## src/rtl/polybius_pkg.sv

```systemverilog
`default_nettype none
// +--------------------------------------------------------------------------+
// | Package     : polybius_pkg                                               |
// | Description : Shared types, constants and helpers for the modified       |
// |               Polybius cipher (encryptor and streaming decryptor).       |
// | Revision    : 1.0  initial release                                       |
// +--------------------------------------------------------------------------+
package polybius_pkg;

   // Decoder state: expecting the row digit or the column digit of a pair.
   typedef enum logic [0:0] {
      ROW = 1'b0,
      COL = 1'b1
   } state_t;

   localparam logic [7:0] ASCII_ONE    = 8'h31;
   localparam logic [7:0] DEFAULT_BASE = 8'h2A;

   // A digit is legal when it lies in '1'..('0'+grid).
   function automatic logic digit_ok(input logic [7:0] d, input int grid);
      logic [7:0] hi;
      hi = 8'h30 + 8'(grid);
      return (d >= ASCII_ONE) && (d <= hi);
   endfunction

   // Character stored in cell (r, c), 0-based, row-major from base.
   // The elaboration check on the parameters guarantees no 8-bit wrap.
   function automatic logic [7:0] cell_char(input logic [7:0] base,
                                            input logic [3:0] r,
                                            input logic [3:0] c,
                                            input int         grid);
      logic [7:0] g8;
      g8 = 8'(grid);
      return base + ({4'd0, r} * g8) + {4'd0, c};
   endfunction

endpackage
`default_nettype wire

```

## src/rtl/polybius_modified_decrypt_stream_if.sv

```systemverilog
`default_nettype none
// +--------------------------------------------------------------------------+
// | Interface   : polybius_modified_decrypt_stream_if                        |
// | Description : Byte input stream and character output stream of the      |
// |               Polybius decryptor, both valid/ready handshaked.           |
// |   in_data/in_valid/in_ready     : ASCII digit byte stream (to decoder)   |
// |   out_char/out_err/out_valid/out_ready : decrypted char stream (to sink) |
// |   slave  modport : decoder side;  master modport : source/sink side      |
// | Revision    : 1.0  initial release                                       |
// +--------------------------------------------------------------------------+
interface polybius_modified_decrypt_stream_if;
   logic [7:0] in_data;
   logic       in_valid;
   logic       in_ready;
   logic [7:0] out_char;
   logic       out_err;
   logic       out_valid;
   logic       out_ready;

   modport slave (
      input  in_data, in_valid, out_ready,
      output in_ready, out_char, out_err, out_valid
   );

   modport master (
      output in_data, in_valid, out_ready,
      input  in_ready, out_char, out_err, out_valid
   );
endinterface
`default_nettype wire

```

## src/rtl/polybius_digit_decode.sv

```systemverilog
`default_nettype none
// +--------------------------------------------------------------------------+
// | Module      : polybius_digit_decode                                      |
// | Description : Combinational ASCII digit decode.                          |
// |   in_data [7:0] in  : ASCII byte                                         |
// |   legal         out : byte is a digit '1'..('0'+GRID)                    |
// |   idx     [3:0] out : 0-based grid index (0 when illegal)                |
// | Revision    : 1.0  initial release                                       |
// +--------------------------------------------------------------------------+
module polybius_digit_decode
   import polybius_pkg::*;
#(
   parameter int GRID = 7
) (
   input  logic [7:0] in_data,
   output logic       legal,
   output logic [3:0] idx
);

   // For '1'..'9' the low nibble is 1..9, so the index is simply nibble-1.
   always_comb begin
      legal = digit_ok(in_data, GRID);
      idx   = legal ? (in_data[3:0] - 4'd1) : 4'd0;
   end

endmodule
`default_nettype wire

```

## src/rtl/polybius_modified_decrypt_stream.sv

```systemverilog
`default_nettype none
// +--------------------------------------------------------------------------+
// | Module      : polybius_modified_decrypt_stream                           |
// | Description : Streaming modified-Polybius decryptor. Takes ASCII digit   |
// |               pairs (row, col), one byte per handshake, and emits one    |
// |               character per pair; malformed digits give error beats.     |
// |   clk        in  : rising-edge clock                                     |
// |   rst_n      in  : asynchronous active-low reset                         |
// |   sync_clr   in  : drop any half pair, return to ROW                     |
// |   bus        slave modport : in_* byte stream, out_* char stream        |
// |   char_count out : good characters emitted (saturating)                  |
// |   err_count  out : error beats emitted (saturating)                      |
// | Revision    : 1.0  initial release                                       |
// +--------------------------------------------------------------------------+
module polybius_modified_decrypt_stream
   import polybius_pkg::*;
#(
   parameter int         GRID      = 7,
   parameter logic [7:0] BASE_CHAR = DEFAULT_BASE,
   parameter int         CNT_W     = 16
) (
   input  logic                                    clk,
   input  logic                                    rst_n,
   input  logic                                    sync_clr,
   polybius_modified_decrypt_stream_if.slave       bus,
   output logic [CNT_W-1:0]                        char_count,
   output logic [CNT_W-1:0]                        err_count
);

   if ((GRID < 1) || (GRID > 9) || ((int'(BASE_CHAR) + GRID * GRID - 1) > 255)) begin : g_param_check
      $error("polybius_modified_decrypt_stream: GRID/BASE_CHAR out of range");
   end

   state_t           state_q, state_d;
   logic [3:0]       row_q, row_d;
   logic             out_valid_q, out_valid_d;
   logic [7:0]       out_char_q, out_char_d;
   logic             out_err_q, out_err_d;
   logic [CNT_W-1:0] char_count_q, char_count_d;
   logic [CNT_W-1:0] err_count_q, err_count_d;

   logic       dig_legal;
   logic [3:0] dig_idx;
   logic       out_free;
   logic       in_ready;
   logic       accept;
   logic       load;
   logic       load_err;
   logic [7:0] load_char;
   logic       drain;

   polybius_digit_decode #(
      .GRID (GRID)
   ) u_digit_decode (
      .in_data (bus.in_data),
      .legal   (dig_legal),
      .idx     (dig_idx)
   );

   assign out_free = !out_valid_q || bus.out_ready;
   assign drain    = out_valid_q && bus.out_ready;

   // A legal row digit never touches the output register, so it may be
   // taken even while the output is stalled; only error beats need room.
   always_comb begin
      in_ready = 1'b0;
      if (!sync_clr) begin
         if (state_q == ROW) in_ready = dig_legal || out_free;
         else                in_ready = out_free;
      end
   end

   assign accept = bus.in_valid && in_ready;

   always_comb begin
      state_d   = state_q;
      row_d     = row_q;
      load      = 1'b0;
      load_err  = 1'b0;
      load_char = 8'h00;
      if (sync_clr) begin
         state_d = ROW;
      end else if (accept) begin
         case (state_q)
            ROW: begin
               if (dig_legal) begin
                  row_d   = dig_idx;
                  state_d = COL;
               end else begin
                  load     = 1'b1;
                  load_err = 1'b1;
               end
            end
            COL: begin
               state_d = ROW;
               load    = 1'b1;
               // row_q only ever holds a legal index, so the col digit decides.
               if (dig_legal) load_char = cell_char(BASE_CHAR, row_q, dig_idx, GRID);
               else           load_err  = 1'b1;
            end
            default: state_d = ROW;
         endcase
      end
   end

   always_comb begin
      out_valid_d = out_valid_q;
      out_char_d  = out_char_q;
      out_err_d   = out_err_q;
      if (load) begin
         out_valid_d = 1'b1;
         out_char_d  = load_char;
         out_err_d   = load_err;
      end else if (drain) begin
         out_valid_d = 1'b0;
      end
   end

   always_comb begin
      char_count_d = char_count_q;
      err_count_d  = err_count_q;
      if (drain) begin
         if (out_err_q) begin
            if (err_count_q != '1) err_count_d = err_count_q + CNT_W'(1);
         end else begin
            if (char_count_q != '1) char_count_d = char_count_q + CNT_W'(1);
         end
      end
   end

   always_ff @(posedge clk or negedge rst_n) begin
      if (!rst_n) begin
         state_q      <= ROW;
         row_q        <= 4'd0;
         out_valid_q  <= 1'b0;
         out_char_q   <= 8'h00;
         out_err_q    <= 1'b0;
         char_count_q <= '0;
         err_count_q  <= '0;
      end else begin
         state_q      <= state_d;
         row_q        <= row_d;
         out_valid_q  <= out_valid_d;
         out_char_q   <= out_char_d;
         out_err_q    <= out_err_d;
         char_count_q <= char_count_d;
         err_count_q  <= err_count_d;
      end
   end

   assign bus.in_ready  = in_ready;
   assign bus.out_valid = out_valid_q;
   assign bus.out_char  = out_char_q;
   assign bus.out_err   = out_err_q;
   assign char_count    = char_count_q;
   assign err_count     = err_count_q;

endmodule
`default_nettype wire

```

## src/flat_wrapper.sv

```systemverilog
// flat-port wrapper written by rule: the top's interface ports become plain ports
module polybius_modified_decrypt_stream_flat import polybius_pkg::*;
#(
   parameter int         GRID      = 7,
   parameter logic [7:0] BASE_CHAR = DEFAULT_BASE,
   parameter int         CNT_W     = 16
)
  (clk, rst_n, sync_clr, char_count, err_count, bus_in_data, bus_in_valid, bus_out_ready, bus_in_ready, bus_out_char, bus_out_err, bus_out_valid);
  polybius_modified_decrypt_stream_if bus_i ();
  input  logic clk;
  input  logic rst_n;
  input  logic sync_clr;
  output logic [CNT_W-1:0] char_count;
  output logic [CNT_W-1:0] err_count;
  input wire logic [$bits(bus_i.in_data)-1:0] bus_in_data;
  input wire logic [$bits(bus_i.in_valid)-1:0] bus_in_valid;
  input wire logic [$bits(bus_i.out_ready)-1:0] bus_out_ready;
  output wire logic [$bits(bus_i.in_ready)-1:0] bus_in_ready;
  output wire logic [$bits(bus_i.out_char)-1:0] bus_out_char;
  output wire logic [$bits(bus_i.out_err)-1:0] bus_out_err;
  output wire logic [$bits(bus_i.out_valid)-1:0] bus_out_valid;
  assign bus_i.in_data = bus_in_data;
  assign bus_i.in_valid = bus_in_valid;
  assign bus_i.out_ready = bus_out_ready;
  assign bus_in_ready = bus_i.in_ready;
  assign bus_out_char = bus_i.out_char;
  assign bus_out_err = bus_i.out_err;
  assign bus_out_valid = bus_i.out_valid;
  polybius_modified_decrypt_stream #(.GRID(GRID), .BASE_CHAR(BASE_CHAR), .CNT_W(CNT_W)) u_core (.clk(clk), .rst_n(rst_n), .sync_clr(sync_clr), .bus(bus_i), .char_count(char_count), .err_count(err_count));
endmodule
```

## config.mk

```make
export PLATFORM = sky130hd
export DESIGN_NAME = polybius_modified_decrypt_stream_flat
export DESIGN_NICKNAME = d
export VERILOG_FILES = /design/src/rtl/polybius_pkg.sv /design/src/rtl/polybius_modified_decrypt_stream_if.sv /design/src/rtl/polybius_digit_decode.sv /design/src/rtl/polybius_modified_decrypt_stream.sv /design/src/flat_wrapper.sv
export SDC_FILE = /design/constraint.sdc
export NUM_CORES = 1
export LEC_CHECK = 0
export ABC_AREA = 1
export CORE_MARGIN = 10
export CORE_UTILIZATION = 29
export CTS_BUF_LIST = sky130_fd_sc_hd__clkbuf_4
export DETAILED_ROUTE_END_ITERATION = 12
export GPL_ROUTABILITY_DRIVEN = 0
export GPL_TIMING_DRIVEN = 0
export SYNTH_ARGS = -nofsm -noshare
export SYNTH_HDL_FRONTEND = slang
export SYNTH_HIERARCHICAL = 1
export SYNTH_SLANG_ARGS = --single-unit
```

## constraint.sdc

```tcl
create_clock -name clk -period 2.9 [get_ports clk]
set_clock_uncertainty 0.05 [all_clocks]
set_input_delay 0.29 -clock clk [delete_from_list [all_inputs] [get_ports clk]]
set_output_delay 0.29 -clock clk [all_outputs]
set_load 0.005 [all_outputs]
```

# Word-level counts from Yosys, hierarchy flattened
# Index checks and enable logic that the tools add are counted.
[op_classes]
shifts = 0
n_reduce_logical = 11
mux = 19
bitwise_logic = 3
n_lt_le_gt_ge = 2
mul = 1
n_eq_ne = 2
addsub = 5
div = 0
[ops]
columns = ["operator", "count"]
rows = [
  ["16-bit by 1-bit adder with 16-bit output, second input constant", 2],
  ["8-bit 2-to-1 mux", 4],
  ["16-bit != test, second input constant", 2],
  ["1-bit 2-to-1 mux", 12],
  ["6-bit by 7-bit adder with 8-bit output, first input constant", 1],
  ["8-bit by 4-bit adder with 8-bit output", 1],
  ["8-bit by 6-bit >= comparator with 1-bit output, second input constant", 1],
  ["8-bit by 6-bit less-or-equal comparator with 1-bit output, second input constant", 1],
  ["4-bit by 3-bit multiplier with 7-bit output, second input constant", 1],
  ["3-bit AND reduction", 2],
  ["4-bit 2-to-1 mux", 1],
  ["1-bit one-hot mux with 2 select lines", 2],
  ["4-bit AND reduction", 1],
  ["2-bit nonzero test", 2],
  ["4-bit by 1-bit subtractor with 4-bit output, second input constant", 1],
  ["1-bit logical AND", 3],
  ["1-bit inverter", 3],
  ["1-bit logical OR", 2],
  ["1-bit logical NOT", 1],
]
[totals]
romBits = 0
reg_bits = 47
output_inout_bits = 43
mem_count = 0
ramBits = 0
latch_bits = 0

# Longest topological paths before layout
[logic_depth]
ltp_word = 9
ltp_mapped = 20
depth_no_buf = 20

# By module
# Netlist, hierarchy kept.
[modules_own_cells]
columns = ["module", "n_inst", "area_per_inst_um2", "seq_area_each_um2", "cells_each"]
rows = [
  ["polybius_modified_decrypt_stream", 1, 3076.7, 1176.1, 419],
  ["polybius_digit_decode", 1, 108.9, 0.0, 20],
]

# Worst setup path before layout
# OpenSTA, ideal clock, no wires.
[synth_timing]
path_type = "reg-to-reg"
start = "reg u_core.row_q[0]"
end = "reg u_core.out_char_q[6], in the netlist u_core/bus.out_char[6]"
synth_period_minus_slack_ns = 2.866
n_path_buf = 0
required_ns = 2.732
path_stages_with_launch = 17
slack_ns = 0.034
setup_time_ns = 0.118
arrival_time_ns = 2.698
path_cell_list = "dfrtp_1 > fa_1 > inv_1 > fa_1 > inv_1 > ha_1 > ha_1 > inv_1 > fa_1 > inv_1 > nand2_1 > nand2_1 > nand2_1 > nand2_1 > nand2_1 > nand3_1 > nand2_1"
[synth_via]
elab_chain_len = 7
[synth_lines]
columns = ["element", "line", "rtl"]
rows = [
  ["start: declaration", "polybius_modified_decrypt_stream.sv:35", "logic [3:0] row_q, row_d;"],
  ["start signal: assignment", "polybius_modified_decrypt_stream.sv:142", "row_q <= row_d;"],
  ["4-bit by 3-bit multiplier with 7-bit output", "polybius_pkg.sv:34", "return base + ({4'd0, r} * g8) + {4'd0, c};"],
  ["6-bit by 7-bit adder with 8-bit output", "polybius_pkg.sv:34", ""],
  ["8-bit by 4-bit adder with 8-bit output", "polybius_pkg.sv:34", ""],
  ["8-bit 2-to-1 mux", "polybius_modified_decrypt_stream.sv:98", "if (dig_legal) load_char = cell_char(BASE_CHAR, row_q, dig_idx, GRID);"],
  ["8-bit 2-to-1 mux", "polybius_modified_decrypt_stream.sv:84", "case (state_q)"],
  ["8-bit 2-to-1 mux", "polybius_modified_decrypt_stream.sv:83", "end else if (accept) begin"],
  ["8-bit 2-to-1 mux", "polybius_modified_decrypt_stream.sv:81", "if (sync_clr) begin"],
  ["end signal: assignment", "polybius_modified_decrypt_stream.sv:144", "out_char_q <= out_char_d;"],
  ["end: declaration", "polybius_modified_decrypt_stream.sv:37", "logic [7:0] out_char_q, out_char_d;"],
]
# Every way passes these cells.
# A chain may end at the register's enable or synchronous reset.

# Final worst setup path
# Ends and elaborated chain as after synthesis.

==> results by stage <==
CTS:
- The clock net sink count is 47.
- The count of H-tree levels built during CTS is 2.
- The number of CTS-inserted buffers is 5.
- The worst-case clock buffer depth is 2.
- After clock tree synthesis, the clock-pin slew on the worst setup and hold paths is 0.15 ns.
- The later-pin clock latency in the skew report is 0.37 ns.
- TritonCTS built the clock tree.
- The root buffer cell is clkbuf_4.

Synth:
- The synthesized net count is 476.
- The sequential element share of the synthesized area is 0.369.
- The largest family of logic cells by synthesized area is simple AND/OR/NAND/NOR gates.
- The count of synthesis-stage warnings from yosys is 6.
- Of the total synthesized cell area, the portion taken by AND, OR, NAND and NOR gates is 0.357.
- The mapped netlist covers between 3000 and 4000 µm².
- The fraction of the mapped netlist area in adder cells is 0.108.
- In this run, synthesis inferred 0 flip-flops with an integrated enable.
- Synthesis produced a netlist whose cell count is 439.
- The most frequently used flop master after synthesis is dfrtp_1.
- In the post-synthesis netlist, the biggest area contributors are dfrtp_1 37%, nand2_1 21%, ha_1 7.1%.
- The compound-gate portion of the synthesized area is 0.0420.
- A synthesized cell averages 7.26 µm².
- The share of synthesized area in the top cell type comes to 0.369.
- The post-synthesis cell type with the largest combined area is dfrtp_1.
- Synthesis inferred 47 register bits.
- The fraction of synthesis flops using an asynchronous set or reset pin is 1.00.
- The fraction of synthesized cell area in xor and xnor cells is 0.0440.
- The fraction of synthesized area in multiplexers is 0.
- The count of cell types in the netlist is 28.

Worst hold path:
- The worst min-delay path category is input pin to flip-flop.
- The depth of the worst hold-timing path is 4.

Final layout:
- Across the whole layout, storage elements account for 1180 µm².
- The filler cells instantiated in the layout total ~1100.
- The area occupied by multi-input gates is 1790 µm².
- Relative to the synthesized area, the layout overhead comes to 28.4%.
- In the final layout, the share of cells above drive strength 1 is 0.0841.
- The post-layout net count is 547.
- The final standard cell utilization of the core is 0.379.

Drt:
- Summing over every cut layer, the via total after detailed routing is between 2000 and 3000.
- The average wire length per cell after detail routing is 12.5 µm.
- The amount of wire on met3 after detailed routing is roughly 450 µm.
- After detailed routing, the wire length on met1 is roughly 3500 µm.
- The first-pass iteration count of the detailed router is 5.
- The remaining routing DRC violations is 0.
- For this block, the routed nets add up to 8130 µm of wire.
- The first routing iteration left 166 violations.
- The number of vias per cell after detailed routing is 4.57.
- The highest signal layer in the routed design is met4.
- The routed design uses 4100 µm of met2 wire.
- In this run the remaining antenna-violating nets after routing total 0.

Floorplan:
- Pin placement for this block handled 56 I/O pins.
- The initial utilization of the core area, before any placement, comes to 0.295.
- The core region is 10800 µm².
- Row generation in the floorplan step produced 38 rows.
- The floorplan die width is 125 µm.
- The die is 125 µm tall.
- The die covers around 16000 µm².

Worst setup path:
- The worst setup path is of the flip-flop to flip-flop kind.
- The startpoint type of the worst setup path is a flip-flop.
- Traced cell by cell, the critical path runs through fa_1, inv_1, fa_1, inv_2, ha_4, ha_4, inv_2, fa_2, inv_2, nand2_2, nand2_1, nand2_1, nand2_1, nand2_1, nand3_1, nand2_1.
- The slowest cell on the critical path is fa_1.
- The number of buffers and inverters on the critical path is 4.
- Along the worst path, the maximum fanout reaches 2.
- On the worst path, the slowest cell contributes a delay of approximately 0.54 ns.
- STA classifies the critical path endpoint as a flip-flop.
- The logic depth of the worst path, buffers included is 16.
- The cell with the most instances on the worst path is nand2_1.
- Measured in cells, the most critical reg-to-reg path has a length of 16.
- The family with the most delay on the worst path is adder cells.
- The data required time of the worst path is 3.12 ns.
- The arrival time reported for the critical path endpoint is 3.14 ns.

Timing:
- The slew at the pin closest to its max-slew limit is 0.661 ns.
- Setup violations remaining at the end of the flow were counted as 2.
- The worst path setup slack after routing is -0.0254 ns.
- The number of endpoints with negative hold slack in the final report is 0.
- Static timing analysis puts the maximum clock frequency at ~0.34 GHz.
- The final number of max-transition violations is 0.
- In the finished design, the share of the clock period the worst path needs comes to 1.01.
- Setup repair after global routing could not meet its margin everywhere.
- Measured against its own limit, the worst slew margin works out to 0.559.
- The minimum period implied by the final worst setup slack is 2.93 ns.

Global routing:
- Global routing finished with a remaining overflow of 0.
- The wire length of the first global-routing pass is 13700 µm.
- The via count of the first global-routing pass is 2860.
- The total global routing track utilization is 0.103.
- The initial antenna violation count is 1.
- Entering global routing, the biggest net connects 27 pins.

Power:
- The overall power after layout is 0.00151 W.
- The worst-case IR drop observed on VDD is 0.208 mV.
- For this design the ratio of total power to cell area is approximately 370 nW/µm².
- The total leakage power is 1.87 nW.

Placed design:
- The number of buffers inserted by port buffering is 55.
- The estimated wirelength of the detail-placed design is 6200 µm.

Run status:
- The run finished, with violations left.
- The checks that failed: negative setup slack.

Flow run:
- The number of max-cap violations is 0.
-- layer usage --
metal,vias up,global-route usage
li1,1514,-
met5,-,0
met4,0,0.0350
met2,60,0.180
met3,8,0.0213
met1,1396,0.121
-- path summary, 6_finish.rpt --
kind,startpoint,end,slack [ns]
hold reg to reg,u_core/bus.out_char[6],u_core/bus.out_char[6],0.46
setup reg to reg,u_core/row_q[0],u_core/bus.out_char[6],-0.03
hold / removal,bus_in_data[0],u_core/row_q[0],0.34
min in group asynchronous,rst_n,u_core/row_q[0],0.42
max in group asynchronous,rst_n,u_core/err_count[13],1.83
setup / recovery,u_core/row_q[0],u_core/bus.out_char[6],-0.03
-- timing repair --
item,4_1_cts,5_1_grt
resized for setup,7,9
endpoints found under the hold margin,25,0
pin swaps,3,4
setup endpoints to repair,3,3
hold buffers,1,0
buffers inserted,5,2
-- state kept, by name, indices dropped and copies added, names as in the netlist --
signal	flops
u_core/char_count	16
u_core/err_count	16
u_core/bus.out_char	8
u_core/row_q	4
u_core/bus.out_err	1
u_core/bus.out_valid	1
u_core/state_q	1
-- final cells by class --
class,instances,area share
buffer,4,0.00948
antenna,1,0.000612
inverter,57,0.0523
clock inverter,2,0.00183
tap,140,0.0428
clock buffer,6,0.0110
multi-input combinational,331,0.439
timing repair buffer,64,0.156
sequential,47,0.287
-- placed cells by master (no fill, tap or decap), types with 2 or more instances in the layout --
cell type and n:
nand3_1 23, buf_6 4, nor2_1 41, dfrtp_1 47, o31ai_1 2, ha_1 16
xnor2_1 13, o21ai_4 2, nand2_1 173, ha_4 2, clkbuf_4 6, fa_1 5
nand4_1 17, o21ai_0 7, o21ai_1 7, buf_2 2, inv_2 6, buf_4 6
nor2_4 2, inv_1 51, a21oi_1 2, clkdlybuf4s50_1 53, nand2_2 5, nor2_2 3
clkinv_1 2, xor2_1 3
-- cells in the mapped netlist (all sizes together) (2+ instances only) --
master / n
nand2: 179
inv: 57
dfrtp: 47
nor2: 46
nand3: 24
ha: 18
nand4: 17
o21ai: 16
xnor2: 13
fa: 6
buf: 4
xor2: 3
a21oi: 2
nor3: 2
o31ai: 2
-- worst reg2reg max path: cells and delay by family, from the launching register on --
family,cells,cell delay [ns]
adders and majority gates,5,1.77
and+or+nand+nor,7,0.38
buffers and inverters,4,0.20
DFF,1,0.43
-- cell families after synthesis --
family / count (synthesis)
AO/OA/AOI/OAI: 21
buffers and inverters: 61
flip-flops: 47
XOR/XNOR: 16
AND/OR/NAND/NOR: 270
adder cells (fa/ha/maj): 24
-- metrics by stage --
stage | worst slack (ns) | area, µm² | std cells | hold WS, ns | TNS, ns
3_5_place_dp | -0.642 | 3930 | 635 | 0.315 | -2.15
3_3_place_gp | -0.598 | 3910 | 634 | 0.427 | -1.94
2_1_floorplan | 0.0342 | 3190 | 439 | -0.0556 | 0
4_1_cts | -0.0592 | 4040 | 649 | 0.328 | -0.0592
5_1_grt | -0.157 | 4090 | 652 | 0.398 | -0.293
6_report | -0.0254 | 4090 | 652 | 0.338 | -0.0456
-- power breakdown --
part           total [W]  internal (W)  switching, W  leakage [nW]
Sequential      0.000759      0.000694     0.0000655         0.636
Combinational   0.000423      0.000203      0.000220          1.20
Clock           0.000323      0.000100      0.000223        0.0307
Note: power is estimated with default switching activity, not from simulation.
